===== src/rtl/bell_pkg.sv =====
// rtl/bell_pkg.sv - note half-period table, state encoding and classifier for the bell tone decoder
package bell_pkg;

  localparam int BELL_CODE_W = 3;
  localparam int DEF_HALF_W  = 16;
  localparam int DEF_TOL     = 64;
  localparam int DEF_CONFIRM = 3;
  localparam int DEF_TIMEOUT = 50000;

  typedef enum logic [1:0] {
    SILENT  = 2'd0,
    ACQUIRE = 2'd1,
    LOCKED  = 2'd2
  } dec_state_t;

  function automatic int unsigned half_ref(input int k);
    case (k)
      1:       half_ref = 23890;
      2:       half_ref = 21283;
      3:       half_ref = 18962;
      4:       half_ref = 17898;
      5:       half_ref = 15945;
      6:       half_ref = 14206;
      7:       half_ref = 12656;
      default: half_ref = 0;
    endcase
  endfunction

  // Windows never overlap because TOL is below half the smallest table gap.
  function automatic logic [BELL_CODE_W-1:0] classify(input int unsigned h, input int unsigned tol);
    int unsigned ref_h;
    int unsigned diff;
    classify = '0;
    for (int k = 1; k <= 7; k++) begin
      ref_h = half_ref(k);
      diff  = (h >= ref_h) ? (h - ref_h) : (ref_h - h);
      if (diff <= tol) classify = BELL_CODE_W'(k);
    end
  endfunction

endpackage


===== src/rtl/bell_edge_sync.sv =====
// rtl/bell_edge_sync.sv - two-flop synchroniser with either-polarity edge strobe
module bell_edge_sync (
  input  logic clk,
  input  logic rst,
  input  logic tone_in,
  output logic edge_strobe
);

  logic s1, s2, s3;

  always_ff @(posedge clk) begin
    if (!rst) begin
      s1 <= 1'b0;
      s2 <= 1'b0;
      s3 <= 1'b0;
    end else begin
      s1 <= tone_in;
      s2 <= s1;
      s3 <= s2;
    end
  end

  assign edge_strobe = s2 ^ s3;

endmodule


===== src/rtl/bell_tone_decoder.sv =====
// rtl/bell_tone_decoder.sv - half-period measurement and note classification of a square-wave tone
// Optional BELL_DEC_PERIOD_OUT_EN exposes the last measured half-period on half_period.
module bell_tone_decoder
  import bell_pkg::*;
#(
  parameter int          HALF_W  = DEF_HALF_W,
  parameter int unsigned TOL     = DEF_TOL,
  parameter int          CONFIRM = DEF_CONFIRM,
  parameter int          TIMEOUT = DEF_TIMEOUT
) (
  input  logic                   clk,
  input  logic                   rst,
  input  logic                   tone_in,
  output logic [BELL_CODE_W-1:0] bell_code,
  output logic                   code_valid
`ifdef BELL_DEC_PERIOD_OUT_EN
  ,
  output logic [HALF_W-1:0]      half_period
`endif
);

  logic                   edge_strobe;
  logic [HALF_W-1:0]      cnt;
  logic [HALF_W-1:0]      h_meas;
  logic                   cnt_sat;
  logic [BELL_CODE_W-1:0] match;
  logic [2:0]             streak, streak_nx;
  logic [BELL_CODE_W-1:0] cand, cand_nx;
  logic                   reach, timeout, clr_streak;
  dec_state_t             state, state_nx;
  logic [BELL_CODE_W-1:0] code_nx;
  logic                   valid_nx;

  bell_edge_sync u_sync (
    .clk         (clk),
    .rst         (rst),
    .tone_in     (tone_in),
    .edge_strobe (edge_strobe)
  );

  assign cnt_sat = (cnt == HALF_W'(TIMEOUT));
  assign h_meas  = cnt + HALF_W'(1);
  // A saturated counter means the interval is longer than any note: never a match.
  assign match   = cnt_sat ? '0 : classify(32'(h_meas), TOL);

  always_comb begin
    streak_nx = streak;
    cand_nx   = cand;
    if (edge_strobe) begin
      if (match == '0) begin
        streak_nx = '0;
        cand_nx   = '0;
      end else if (match == cand) begin
        streak_nx = (streak == 3'(CONFIRM)) ? streak : streak + 3'd1;
      end else begin
        cand_nx   = match;
        streak_nx = 3'd1;
      end
    end
  end

  assign reach   = edge_strobe && (streak_nx == 3'(CONFIRM));
  // Fires on the cycle the counter saturates; an edge in that cycle takes priority.
  assign timeout = !edge_strobe && (cnt >= HALF_W'(TIMEOUT - 1));

  always_comb begin
    state_nx   = state;
    code_nx    = bell_code;
    valid_nx   = 1'b0;
    clr_streak = 1'b0;
    case (state)
      SILENT: begin
        if (edge_strobe) state_nx = ACQUIRE;
      end
      ACQUIRE: begin
        if (reach) begin
          code_nx  = cand_nx;
          valid_nx = 1'b1;
          state_nx = LOCKED;
        end else if (timeout) begin
          state_nx   = SILENT;
          clr_streak = 1'b1;
        end
      end
      LOCKED: begin
        if (reach && (cand_nx != bell_code)) begin
          code_nx  = cand_nx;
          valid_nx = 1'b1;
        end else if (timeout) begin
          code_nx    = '0;
          valid_nx   = 1'b1;
          state_nx   = SILENT;
          clr_streak = 1'b1;
        end
      end
      default: state_nx = SILENT;
    endcase
  end

  always_ff @(posedge clk) begin
    if (!rst) begin
      cnt        <= HALF_W'(TIMEOUT);
      streak     <= '0;
      cand       <= '0;
      state      <= SILENT;
      bell_code  <= '0;
      code_valid <= 1'b0;
    end else begin
      if (edge_strobe)  cnt <= '0;
      else if (!cnt_sat) cnt <= cnt + HALF_W'(1);
      streak     <= clr_streak ? 3'd0 : streak_nx;
      cand       <= cand_nx;
      state      <= state_nx;
      bell_code  <= code_nx;
      code_valid <= valid_nx;
    end
  end

`ifdef BELL_DEC_PERIOD_OUT_EN
  always_ff @(posedge clk) begin
    if (!rst)             half_period <= '0;
    else if (edge_strobe) half_period <= h_meas;
  end
`endif

endmodule


===== config.mk =====
export PLATFORM = sky130hd
export DESIGN_NAME = bell_tone_decoder
export DESIGN_NICKNAME = d
export VERILOG_FILES = /design/src/rtl/bell_pkg.sv /design/src/rtl/bell_edge_sync.sv /design/src/rtl/bell_tone_decoder.sv
export SDC_FILE = /design/constraint.sdc
export NUM_CORES = 1
export LEC_CHECK = 0
export ABC_AREA = 1
export BUFFER_PORTS_ARGS = -buffer_cell sky130_fd_sc_hd__buf_4
export CAP_MARGIN = 25
export CORE_ASPECT_RATIO = 2
export CORE_MARGIN = 2
export CORE_UTILIZATION = 40
export CTS_CLUSTER_SIZE = 30
export DETAILED_ROUTE_END_ITERATION = 6
export MAX_ROUTING_LAYER = met4
export SYNTH_ARGS = -nofsm -noshare
export SYNTH_HDL_FRONTEND = slang
export SYNTH_HIERARCHICAL = 1
export SYNTH_SLANG_ARGS = --single-unit

===== constraint.sdc =====
create_clock -name clk -period 6.41 [get_ports clk]
set_clock_uncertainty 0.05 [all_clocks]
set_input_delay 0 -clock clk [delete_from_list [all_inputs] [get_ports clk]]
set_output_delay 0 -clock clk [all_outputs]
set_load 0.01 [all_outputs]

* After elaboration in Yosys (flattened, before gate mapping) *
Cells that the tools add are included.

storage, ports and cells
  flip-flop bits (word level) = 31
  bits of input ports = 3

operators by class
  equality and inequality tests = 12
  reduce and logical (&&, ||, !) cells = 11
  add/sub/neg operators = 16
  order comparisons = 15
  multiplexer cells = 40
  bitwise gates (word level) = 2

operators with widths
  operator                count
  $le 32x7->1 const B     7
  $mux 32                 7
  $sub 15x16->17 const A  4
  $sub 16x15->17 const B  4
  $ge 16x15->1 const B    4
  $mux 3                  17
  $sub 14x16->17 const A  3
  $sub 16x14->17 const B  3
  $ge 16x14->1 const B    3
  $mux 16                 2
  $add 16x1->16 const B   1
  $eq 16x16->1 const B    1
  $ge 16x16->1 const B    1
  $mux 2                  4
  $ne 2x2->1 const B      4
  $eq 3x2->1 const B      2
  $mux 1                  6
  $pmux 2 s3              1
  $pmux 3 s2              1
  $pmux 1 s2              2
  $reduce_or 2->1         2
  $add 3x1->3 const B     1
  $eq 3x3->1              1
  $logic_and 1x1->1       3
  12 further kinds        12

* Depth between registers and ports, before layout *
Gate-level depths: netlist (run 1).

  depth after elaboration = 22
  depth in mapped cells = 38
  mapped depth without buffers = 38

* Hierarchy *
The synthesis (run 1) kept the hierarchy.

by module, submodules not included
  module             cells an instance  sequential area each (um2)  times used  area each (um2)
  bell_tone_decoder  1437               560.5                       1           7393.3
  bell_edge_sync     14                 60.1                        1           101.3

* Least setup slack after synthesis (run 1) *
No wires, ideal clock.

  kind = register to register
  from = register cnt[2]
  to = register bell_code[0]
  cell stages (with the launch flop) = 30
  library setup time = 114 ps
  buffers on the path = 2
  period minus slack after synthesis = 3997 ps
  slack = 2413 ps
  arrival time = 3834 ps
  path through = dfxtp_1 -> ha_1 -> nand3_1 -> nand2_1 -> buf_2 -> ha_1 -> clkbuf_1 -> nand2_1 -> o21ai_0 -> inv_1 -> nor2_1 -> nand2_1 -> a21oi_1 -> nand3_1 -> nand3_1 -> nand2_1 -> nor2_1 -> nand3_1 -> nand4_1 -> nand2_1 -> nand2_1 -> nand2_1 -> nor2_2 -> nand3_2 -> a21oi_4 -> nand2_2 -> a21oi_4 -> o21ai_2 -> nand3_1 -> nand2_1

between the ends
  word-level cells in the longest chain between the ends = 21
  elaborated cells between the ends (all ways) = 65
  those cells by class = add/sub (15); order compare (15); eq/ne (6); mux (24); reduce/logical (5)

RTL lines
  item                                                      line                      RTL
  start: declaration                                        bell_tone_decoder.sv:23   logic [HALF_W-1:0] cnt;
  start signal: assignment                                  bell_tone_decoder.sv:102  cnt <= HALF_W'(TIMEOUT);
  start signal: assignment                                  bell_tone_decoder.sv:110  else if (!cnt_sat) cnt <= cnt + HALF_W'(1);
  $add 16x1->16                                             bell_tone_decoder.sv:42   assign h_meas = cnt + HALF_W'(1);
  $sub 15x16->17, or another cell as far along              bell_pkg.sv:36            diff = (h >= ref_h) ? (h - ref_h) : (ref_h - h);
  $mux 32                                                   bell_pkg.sv:36
  $le 32x7->1                                               bell_pkg.sv:37            if (diff <= tol) classify = BELL_CODE_W'(k);
  $mux 1                                                    bell_pkg.sv:37
  $mux 3 (6 in a row)                                       bell_pkg.sv:37
  $mux 3                                                    bell_tone_decoder.sv:44   assign match = cnt_sat ? '0 : classify(32'(h_meas), TOL);
  $eq 3x3->1                                                bell_tone_decoder.sv:53   end else if (match == cand) begin
  $mux 3                                                    bell_tone_decoder.sv:53
  $mux 3                                                    bell_tone_decoder.sv:50   if (match == '0) begin
  $mux 3                                                    bell_tone_decoder.sv:49   if (edge_strobe) begin
  $eq 3x2->1                                                bell_tone_decoder.sv:62   assign reach = edge_strobe && (streak_nx == 3'(CONFIRM));
  $logic_and 1x1->1                                         bell_tone_decoder.sv:62
  $logic_and 1x1->1                                         bell_tone_decoder.sv:86   if (reach && (cand_nx != bell_code)) begin
  $ne 3x3->1 (no line) or $mux 3 (tied branches)            --
  $reduce_and 3->1 (no line) or $pmux 3 s2 (tied branches)  --
  end signal: assignment                                    bell_tone_decoder.sv:114  bell_code <= code_nx;
  end: declaration                                          bell_tone_decoder.sv:14   output logic [BELL_CODE_W-1:0] bell_code,

Parallel ways exist; a longest one is shown, timed or not. The select of a mux whose other input is x is not followed.
A chain may end at the register's enable or synchronous reset.

* Worst setup path in the final report (run 1) *
  from = register cnt[0]
  to = register bell_code[0]

The elaborated chain is that of the path after synthesis.

==> run summary, run 1 <==
Flops & latches, synth - 31
Slew Limit Fails - 0
Final ANT Viol Nets - 0
# DRC - 0
Initial DRC count - 857
Row count - 70
Yosys warning count - 6
Total Negative Setup Slacks - 0 ns
Run status - finished, final reports clean
Area Overhead vs Synth - 5.63%
Leak - 4.16 nW
Fillers - 2101
All-Layer GR Usage - 0.393
Max incr delay on CP - 0.86 ns
Final setup violation count - 0
Fmax - 0.172 GHz
Power per standard cell area - 373 mW/mm²
CTS tree - built
Clock transition at path regs - 0.05 ns
H-tree depth - 2
Vias per cell - 5.94
Crit path max fanout - 29
CP most frequent cell - nand2_1
Worst endpoint required time - 6.53 ns
TritonCTS Buffers - 5
Post-synth EDFFs - 0
Leading area contributor after synthesis - nand2_1
Synth top area cells - nand2_1 (30%), nand3_1 (11%), dfxtp_1 (8.3%)
Die Height - 198 µm
Final wirelength - 37500 µm
Vias in the first global route - 10052
Post-DR wirelength/cell - 22.6 µm
Vias - 9878
Tmin final - 5.82 ns
Hold path start - u_sync/s1
Max_slew headroom - 0.388
Fin. Hold Viols - 0
Largest net degree at the start of global routing - 30
CP Capture Type - flip-flop
Sequential-to-total area share from yosys stat - 0.0828
Drt first pass iters - 6
Core area - 0.0183 mm²
Root Buffer - clkbuf_16
Sink Count - 31
Clock Latency Late Sink - 0.28 ns
RR Startpoint - cnt[0]
Top-count cell post-synth - nand2_1
Pwr Total - 2.95 mW
Most used DFF post-synth - dfxtp_1
Measured slew at the worst slew-check pin - 0.915 ns
RSZ-0062 raised after global routing - false
Mapped Area - 0.00749 mm²
Syn_area_per_cell - 5.17 µm²
Final core area utilization - 0.432
Critical Path Start - cnt[0]
Ratio of cells with drive above 1 in the final layout - 0.0988
CP Class - flip-flop to flip-flop
# nets final - 1474
FFs w/ async S/R, synth - 0
Width of the die - 101 µm
Multi-input gate area - 0.00611 mm²
Initial antenna violation count - 0
Yosys cell types - 46
First-pass GRT wire length - 56400 µm
Maxcap violations - 0
Ports - 7
Placer Congestion - 1.17
Post-CTS setup buffer count - 0
Antenna diode count - 0
Top cell type's share of synthesized area - 0.300
Initial core utilization - 0.409
Cells after Synth - 1451
Worst IR Drop VDD - 0.000289 V
Arr. time, crit path - 5.94 ns
GRT overflow - 0
Syn_nets - 1478
Placed cell area - 0.00773 mm²
CP max stage cell - nor2_1
Longest Clk Path Bufs - 2
Final Cycle Share - 0.907
Post-DP HPWL - 29300 µm
Fin area - 0.00792 mm²
FF+latch area - 621 µm²
Port Buffer Count - 6
Min-Delay Path Class - flip-flop to flip-flop
Startpoint Class - flip-flop
Die area - 0.0199 mm²
Post-synth top cells - nand2_1 (599), nand3_1 (166), nor2_1 (150)
## cell families after synthesis
logic type / synth area share
and+or+nand+nor: 0.606
AOI/OAI and AO/OA: 0.0865
muxes: 0.00134
buffers and inverters: 0.101
DFF: 0.0828
xor gates and xnor gates: 0.0818
adders and majority gates: 0.0401
## per-layer routing
metal	vias to the layer above	share of wire	track usage
li1	4593	-	-
met1	4438	0.31	0.355
met2	561	0.49	0.664
met3	286	0.071	0.0573
met4	0	0.13	0.405
met5	-	0	-
## final timing paths
| path | to | slack [ns] | cells after the start |
|---|---|---|---|
| worst max-delay path | bell_code[0] | 0.59 | 30 |
| worst min-delay path | u_sync/s2 | 0.37 | 2 |
| worst max register to register | bell_code[0] | 0.59 | 30 |
| worst min register to register | u_sync/s2 | 0.37 | 2 |
## stage by stage
stage	worst slack, ns	instances	hold slack, ns
6_report	0.594	1664	0.365
5_1_grt	0.200	1664	0.394
4_1_cts	0.781	1664	0.365
3_5_place_dp	0.808	1653	0.142
3_3_place_gp	0.819	1653	0.139
2_1_floorplan	2.41	1451	0.0435
## area by class of cell
type / count / area share
clock buffers: 8 / 0.0198
multi-input cells: 1243 / 0.772
repair buffers: 32 / 0.0313
well taps: 216 / 0.0341
inverters: 134 / 0.0640
flip-flops and latches: 31 / 0.0784
## state kept, by name, summed over array words and instances, names as in the netlist
signal	count
u_sync/s2	1
code_valid	1
u_sync/s1	1
streak	3
cand	3
u_sync/s3	1
state	2
cnt	16
bell_code	3
## critical path: cells and delay by family, from the launching register on
kind	cells	cell delay [ns]
AO/OA/AOI/OAI	3	0.44
buffers and inverters	2	0.27
adder cells (fa/ha/maj)	1	0.36
AND/OR/NAND/NOR	24	3.89
flip-flops	1	0.69
## repair_timing
action,CTS,global route
gates resized for setup,0,0
endpoints found under the hold margin,3,0
hold buffers,3,0
## power by group
| group | switching (mW) | internal (mW) |
|---|---|---|
| clock network | 0.0853 | 0.165 |
| logic | 1.74 | 0.673 |
| registers | 0.0567 | 0.227 |
| total | 1.89 | 1.06 |
## cell usage in the layout, fill, tap and decap left out, types with 3 or more instances in the layout
cell and n:
a21oi_1 36, buf_4 29, clkbuf_16 5, dfxtp_1 31
dlygate4sd3_1 3, ha_1 24, inv_1 111, inv_2 21
nand2_1 599, nand2_2 33, nand2_4 7, nand3_1 166
nand3_2 12, nand3b_1 4, nand4_1 27, nor2_1 150
nor2_2 12, nor2_4 11, nor3_1 6, o211ai_1 6
o21ai_0 47, o21ai_1 9, o21ai_2 3, xnor2_1 5
xor2_1 65
Power figures use the tool's default switching activity.
==> run 2, diff against run 1 <==
--- a/config.mk
+++ b/config.mk
@@ -8,12 +8,16 @@
 export ABC_AREA = 1
 export BUFFER_PORTS_ARGS = -buffer_cell sky130_fd_sc_hd__buf_4
 export CAP_MARGIN = 25
+export CELL_PAD_IN_SITES_DETAIL_PLACEMENT = 0
+export CELL_PAD_IN_SITES_GLOBAL_PLACEMENT = 2
 export CORE_ASPECT_RATIO = 2
 export CORE_MARGIN = 2
-export CORE_UTILIZATION = 40
+export CORE_UTILIZATION = 36
 export CTS_CLUSTER_SIZE = 30
 export DETAILED_ROUTE_END_ITERATION = 6
 export MAX_ROUTING_LAYER = met4
+export PLACE_DENSITY_LB_ADDON = 0.1
+export SKIP_LAST_GASP = 1
 export SYNTH_ARGS = -nofsm -noshare
 export SYNTH_HDL_FRONTEND = slang
 export SYNTH_HIERARCHICAL = 1
==> run summary, run 2 (synthesized netlist as in run 1, its figures left out) <==
Run status - finished, final reports clean (unchanged)
Most common cell after layout, fill and taps aside - nand2_1 (unchanged)
GRT overflow - 0 (unchanged)
Longest Clk Path Bufs - 2 (unchanged)
Die Height - 208 µm (was 198 µm)
Largest net degree at the start of global routing - 22 (was 30)
First-pass GRT wire length - 56400 µm (about the same)
Vias in the first global route - 9417 (was 10052)
Final core area utilization - 0.388 (was 0.432)
Tmin final - 5.74 ns (was 5.82 ns)
Post-DR wirelength/cell - 22.1 µm (was 22.6 µm)
Most frequent cells in the layout - nand2_1 (599), nand3_1 (166), nor2_1 (150) (unchanged)
# DRC - 0 (unchanged)
Power per standard cell area - 363 mW/mm² (was 373 mW/mm²)
Leak - 4.15 nW (was 4.16 nW)
CTS resizes - 0 (unchanged)
Width of the die - 106 µm (was 101 µm)
Fillers - 2478 (was 2101)
RSZ-0062 raised after global routing - false (unchanged)
Worst endpoint required time - 6.54 ns (was 6.53 ns)
Ports - 7 (unchanged)
Crit path max fanout - 15 (was 29)
Fmax - 0.174 GHz (was 0.172 GHz)
Row count - 74 (was 70)
Worst IR Drop VDD - 0.000207 V (was 0.000289 V)
Post-DP HPWL - 30200 µm (was 29300 µm)
CP Class - flip-flop to flip-flop (unchanged)
Total Negative Setup Slacks - 0 ns (unchanged)
Clock Latency Late Sink - 0.29 ns (was 0.28 ns)
CP Capture Type - flip-flop (unchanged)
Area Overhead vs Synth - 6.01% (was 5.63%)
# nets final - 1472 (was 1474)
Port Buffer Count - 6 (unchanged)
Sink Count - 31 (unchanged)
Vias per cell - 5.50 (was 5.94)
Hold WS - 0.362 ns (was 0.365 ns)
Initial core utilization - 0.366 (was 0.409)
Final ANT Viol Nets - 0 (unchanged)
Max_slew headroom - 0.385 (was 0.388)
TritonCTS Buffers - 5 (unchanged)
Slew Limit Fails - 0 (unchanged)
Initial DRC count - 634 (was 857)
Final Cycle Share - 0.895 (was 0.907)
CTS tree - built (unchanged)
Core area - 0.0205 mm² (was 0.0183 mm²)
Ratio of cells with drive above 1 in the final layout - 0.0968 (was 0.0988)
Min-Delay Path Class - flip-flop to flip-flop (unchanged)
Arr. time, crit path - 5.87 ns (was 5.94 ns)
Maxcap violations - 0 (unchanged)
H-tree depth - 2 (unchanged)
Placer Congestion - 1.03 (was 1.17)
Vias - 9418 (was 9878)
Most flops, register - cnt (unchanged)
Fin. Hold Viols - 0 (unchanged)
Startpoint Class - flip-flop (unchanged)
Final setup violation count - 0 (unchanged)
Die area - 0.0221 mm² (was 0.0199 mm²)
Initial antenna violation count - 0 (unchanged)
Number of flip-flops in the largest register - 16 (unchanged)
All-Layer GR Usage - 0.354 (was 0.393)
Clock transition at path regs - 0.05 ns (about the same)
Drt first pass iters - 5 (was 6)
Root Buffer - clkbuf_16 (unchanged)
Measured slew at the worst slew-check pin - 0.920 ns (was 0.915 ns)
Final wirelength - 37800 µm (was 37500 µm)
Antenna diode count - 0 (unchanged)
[run 2: cell type report]
| cell class | instances | area (µm²) | share of cell area |
|---|---|---|---|
| multi-input combinational | 1243 | 6110 | 0.770 |
| inverter | 134 | 507 | 0.0638 |
| sequential | 31 | 621 | 0.0781 |
| tap | 266 | 333 | 0.0419 |
| timing repair buffer | 30 | 233 | 0.0293 |
| clock buffer | 7 | 133 | 0.0167 |
| clock inverter | 1 | 5.00 | 0.000630 |
[run 2: what timing repair did]
action	in CTS	in global routing
hold endpoints to repair	5	0
setup buffers	0	0
setup endpoints to repair	0	0
hold buffers	3	0
[run 2: per-stage QoR]
stage | std cells | power, mW | worst slack [ns] | cell area [µm²]
floorplan | 1451 | 1.89 | 2.41 | 7490
global placement | 1701 | 2.63 | 0.810 | 7780
detailed placement | 1701 | 2.60 | 0.830 | 7780
CTS | 1712 | 2.85 | 0.802 | 7950
global route | 1712 | 3.12 | 0.195 | 7950
finish | 1712 | 2.88 | 0.671 | 7950
[run 2: power by group]
group	switching, mW	total [mW]	internal, mW
clock network	0.0919	0.235	0.144
logic	1.69	2.36	0.670
registers	0.0608	0.288	0.227
[run 2: final timing paths]
| path | depth (start not counted) | to | start | slack (ns) |
|---|---|---|---|---|
| max | 27 | bell_code[1] | cnt[0] | 0.67 |
| min | 2 | u_sync/s2 | u_sync/s1 | 0.36 |
| max reg2reg | 27 | bell_code[1] | cnt[0] | 0.67 |
| min reg2reg | 2 | u_sync/s2 | u_sync/s1 | 0.36 |
[run 2: worst max-delay path: stages, from the launching register on]
cell,delay [ns]
dfxtp_1,0.65
ha_1,0.42
nand2_1,0.13
nand2_1,0.37
ha_1,0.56
nand2_1,0.23
o21ai_0,0.58
inv_1,0.13
nor2_1,0.24
nand2_1,0.14
a21oi_1,0.18
nand3_1,0.14
nand3_1,0.11
nand2_1,0.07
nor2_1,0.13
nand3_1,0.20
nand4_1,0.23
nand2_1,0.08
nand2_1,0.09
nand2_1,0.06
nor2_2,0.11
nand3_2,0.11
a21oi_4,0.17
nand2_2,0.09
a21oi_4,0.17
o21ai_2,0.09
nand3_1,0.07
nand2_1,0.05
[run 2: metal layers]
metal  vias up  track usage  part of all wire
li1       4601            -                 -
met1      4338        0.343              0.35
met2       321        0.622              0.50
met3       158       0.0263             0.036
met4         0        0.306              0.10
met5         -            -                 0
==> run 3, diff against run 2 <==
--- a/config.mk
+++ b/config.mk
@@ -20,5 +20,4 @@
 export SKIP_LAST_GASP = 1
 export SYNTH_ARGS = -nofsm -noshare
 export SYNTH_HDL_FRONTEND = slang
-export SYNTH_HIERARCHICAL = 1
 export SYNTH_SLANG_ARGS = --single-unit
==> run summary, run 3 <==
Post-synth EDFFs - 0 (unchanged)
CP most frequent cell - nand2_1 (unchanged)
Max incr delay on CP - 0.66 ns (was 0.65 ns)
Maxcap violations - 0 (unchanged)
Sink Count - 31 (unchanged)
Most common cell after layout, fill and taps aside - nand2_1 (unchanged)
Final ANT Viol Nets - 0 (unchanged)
Cells after Synth - 1459 (was 1451)
Worst IR Drop VDD - 0.000244 V (was 0.000207 V)
Initial DRC count - 619 (was 634)
Port Buffer Count - 6 (unchanged)
Met2 wire len - 19800 µm (was 19100 µm)
Tmin final - 5.81 ns (was 5.74 ns)
Max_slew headroom - 0.546 (was 0.385)
Vias - 9356 (was 9418)
Number of flip-flops in the largest register - 16 (unchanged)
# nets final - 1482 (was 1472)
Syn_nets - 1486 (was 1478)
Vias per cell - 5.42 (was 5.50)
Hold path cells - 2 (unchanged)
Final Cycle Share - 0.907 (was 0.895)
RSZ-0062 raised after global routing - false (unchanged)
Most frequent cells in the layout - nand2_1 (586), nand3_1 (180), nor2_1 (136) (was nand2_1 (599), nand3_1 (166), nor2_1 (150))
Core area - 0.0208 mm² (was 0.0205 mm²)
Top cell type's share of synthesized area - 0.290 (was 0.300)
Most used DFF post-synth - dfxtp_1 (unchanged)
H-tree depth - 2 (unchanged)
Longest Clk Path Bufs - 2 (unchanged)
Met1 wire length - 12500 µm (was 13400 µm)
Leak - 4.32 nW (was 4.15 nW)
Drt first pass iters - 5 (unchanged)
CP Capture Type - flip-flop (unchanged)
First-pass GRT wire length - 55400 µm (was 56400 µm)
Root Buffer - clkbuf_16 (unchanged)
Yosys warning count - 0 (was 6)
TritonCTS Buffers - 5 (unchanged)
Largest net degree at the start of global routing - 27 (was 22)
GRT overflow - 0 (unchanged)
Total Negative Setup Slacks - 0 ns (unchanged)
Buffers & Inverters on Critical Path - 2 (was 1)
Arr. time, crit path - 5.95 ns (was 5.87 ns)
Initial antenna violation count - 0 (unchanged)
Top-count cell post-synth - nand2_1 (unchanged)
Cell family with most CP delay - simple AND/OR/NAND/NOR gates (unchanged)
Syn_area_per_cell - 5.20 µm² (was 5.17 µm²)
Worst slack, placed - 0.653 ns (was 0.830 ns)
Placer Congestion - 1.01 (was 1.03)
Measured slew at the worst slew-check pin - 0.676 ns (was 0.920 ns)
Die area - 0.0223 mm² (was 0.0221 mm²)
Worst endpoint required time - 6.54 ns (about the same)
Post-route setup slack - 0.597 ns (was 0.671 ns)
Post-DP HPWL - 30300 µm (was 30200 µm)
# DRC - 0 (unchanged)
Fin. Hold Viols - 0 (unchanged)
Flops & latches, synth - 31 (unchanged)
WL met3 - 1390 µm (was 1350 µm)
Die Height - 209 µm (was 208 µm)
Final setup violation count - 0 (unchanged)
Run status - finished, final reports clean (unchanged)
Post-synth top cells - nand2_1 (586), nand3_1 (180), nor2_1 (136) (was nand2_1 (599), nand3_1 (166), nor2_1 (150))
Most flops, register - cnt (unchanged)
Power per standard cell area - 275 mW/mm² (was 363 mW/mm²)
FFs w/ async S/R, synth - 0 (unchanged)
Crit path max fanout - 14 (was 15)
Clock Latency Late Sink - 0.29 ns (about the same)
Leading area contributor after synthesis - nand2_1 (unchanged)
Synth top area cells - nand2_1 (29%), nand3_1 (12%), dfxtp_1 (8.2%) (was nand2_1 (30%), nand3_1 (11%), dfxtp_1 (8.3%))
Yosys cell types - 47 (was 46)
Initial core utilization - 0.364 (was 0.366)
CP Class - flip-flop to flip-flop (unchanged)
Min-Delay Path Class - flip-flop to flip-flop (unchanged)
Vias in the first global route - 9474 (was 9417)
Slew Limit Fails - 0 (unchanged)
Ports - 7 (unchanged)
DR top layer - met4 (unchanged)
Antenna diode count - 0 (unchanged)
CTS tree - built (unchanged)
Sequential-to-total area share from yosys stat - 0.0818 (was 0.0828)
Final wirelength - 37100 µm (was 37800 µm)
Ratio of cells with drive above 1 in the final layout - 0.104 (was 0.0968)
Mapped Area - 0.00759 mm² (was 0.00749 mm²)
All-Layer GR Usage - 0.346 (was 0.354)
Row count - 75 (was 74)
Fmax - 0.172 GHz (was 0.174 GHz)
CP max stage cell - dfxtp_1 (unchanged)
Width of the die - 107 µm (was 106 µm)
Post-DR wirelength/cell - 21.5 µm (was 22.1 µm)
Area Overhead vs Synth - 6.18% (was 6.01%)
Clock transition at path regs - 0.05 ns (about the same)
R2r worst-path depth - 29 (was 27)
Worst path depth - 29 (was 27)
Startpoint Class - flip-flop (unchanged)
==> run 3: cell types whose count changed after synthesis, sizes merged, moves of 4 or more <==
cell,change
xor2,+4
inv,+14
buf,+5
nand4,-4
nand2,-16
nand3,+11
o21ai,-8
==> run 3: power breakdown <==
part | switching, mW | total (mW) | internal, mW
Sequential | 0.0413 | 0.256 | 0.215
Combinational | 1.23 | 1.73 | 0.495
Clock | 0.0909 | 0.234 | 0.143
==> run 3: tightest hold or removal path, cell delays in order, from the launching register on <==
cell	delay [ns]
dfxtp_1	0.30
nand2_1	0.05
inv_1	0.04
==> run 3: worst paths after layout <==
| path | start | endpoint | slack, ns |
|---|---|---|---|
| max | cnt[0] | bell_code[1] | 0.60 |
| min | u_sync.s1 | u_sync.s2 | 0.37 |
| max reg2reg | cnt[0] | bell_code[1] | 0.60 |
| min reg2reg | u_sync.s1 | u_sync.s2 | 0.37 |
==> run 3: kinds of logic (layout without fill, tap and decap cells) <==
logic type	count (synthesis)	count (layout)	share of synthesized area
compound gates	103	103	0.0780
xor+xnor	75	75	0.0866
fa+ha+maj	24	24	0.0396
buf+inv	198	195	0.114
flops	31	31	0.0818
simple gates	1028	1028	0.600
==> run 3: final cells by class <==
cell class / instances / area (µm²)
Fill cell: 2535 / 12800
Multi-Input combinational cell: 1230 / 6100
Sequential cell: 31 / 621
Inverter: 149 / 562
Tap cell: 269 / 337
Timing Repair Buffer: 38 / 293
Clock buffer: 6 / 129
Clock inverter: 2 / 12.5
==> run 3: what timing repair did <==
item                                   in CTS  in global routing
setup buffers                               0                  0
hold buffers                                3                  0
endpoints found under the hold margin       6                  0
gates resized for setup                     0                  0
==> run 3: routing by layer <==
layer  global-route usage  vias up
met2                0.637      314
met4                0.267        0
li1                     -     4593
met5                    -        -
met1                0.325     4303
met3               0.0217      146
==> run 3: through the flow <==
| stage | std cells | cell area, µm² | utilization | hold WS [ns] | total power [mW] |
|---|---|---|---|---|---|
| 2_1_floorplan | 1459 | 7590 | - | 0.0476 | 1.43 |
| 3_3_place_gp | 1713 | 7880 | 0.378 | 0.138 | 1.97 |
| 3_5_place_dp | 1713 | 7880 | 0.378 | 0.142 | 1.95 |
| 4_1_cts | 1724 | 8050 | 0.386 | 0.372 | 2.20 |
| 5_1_grt | 1725 | 8060 | 0.387 | 0.395 | 2.40 |
| 6_report | 1725 | 8060 | 0.387 | 0.365 | 2.22 |
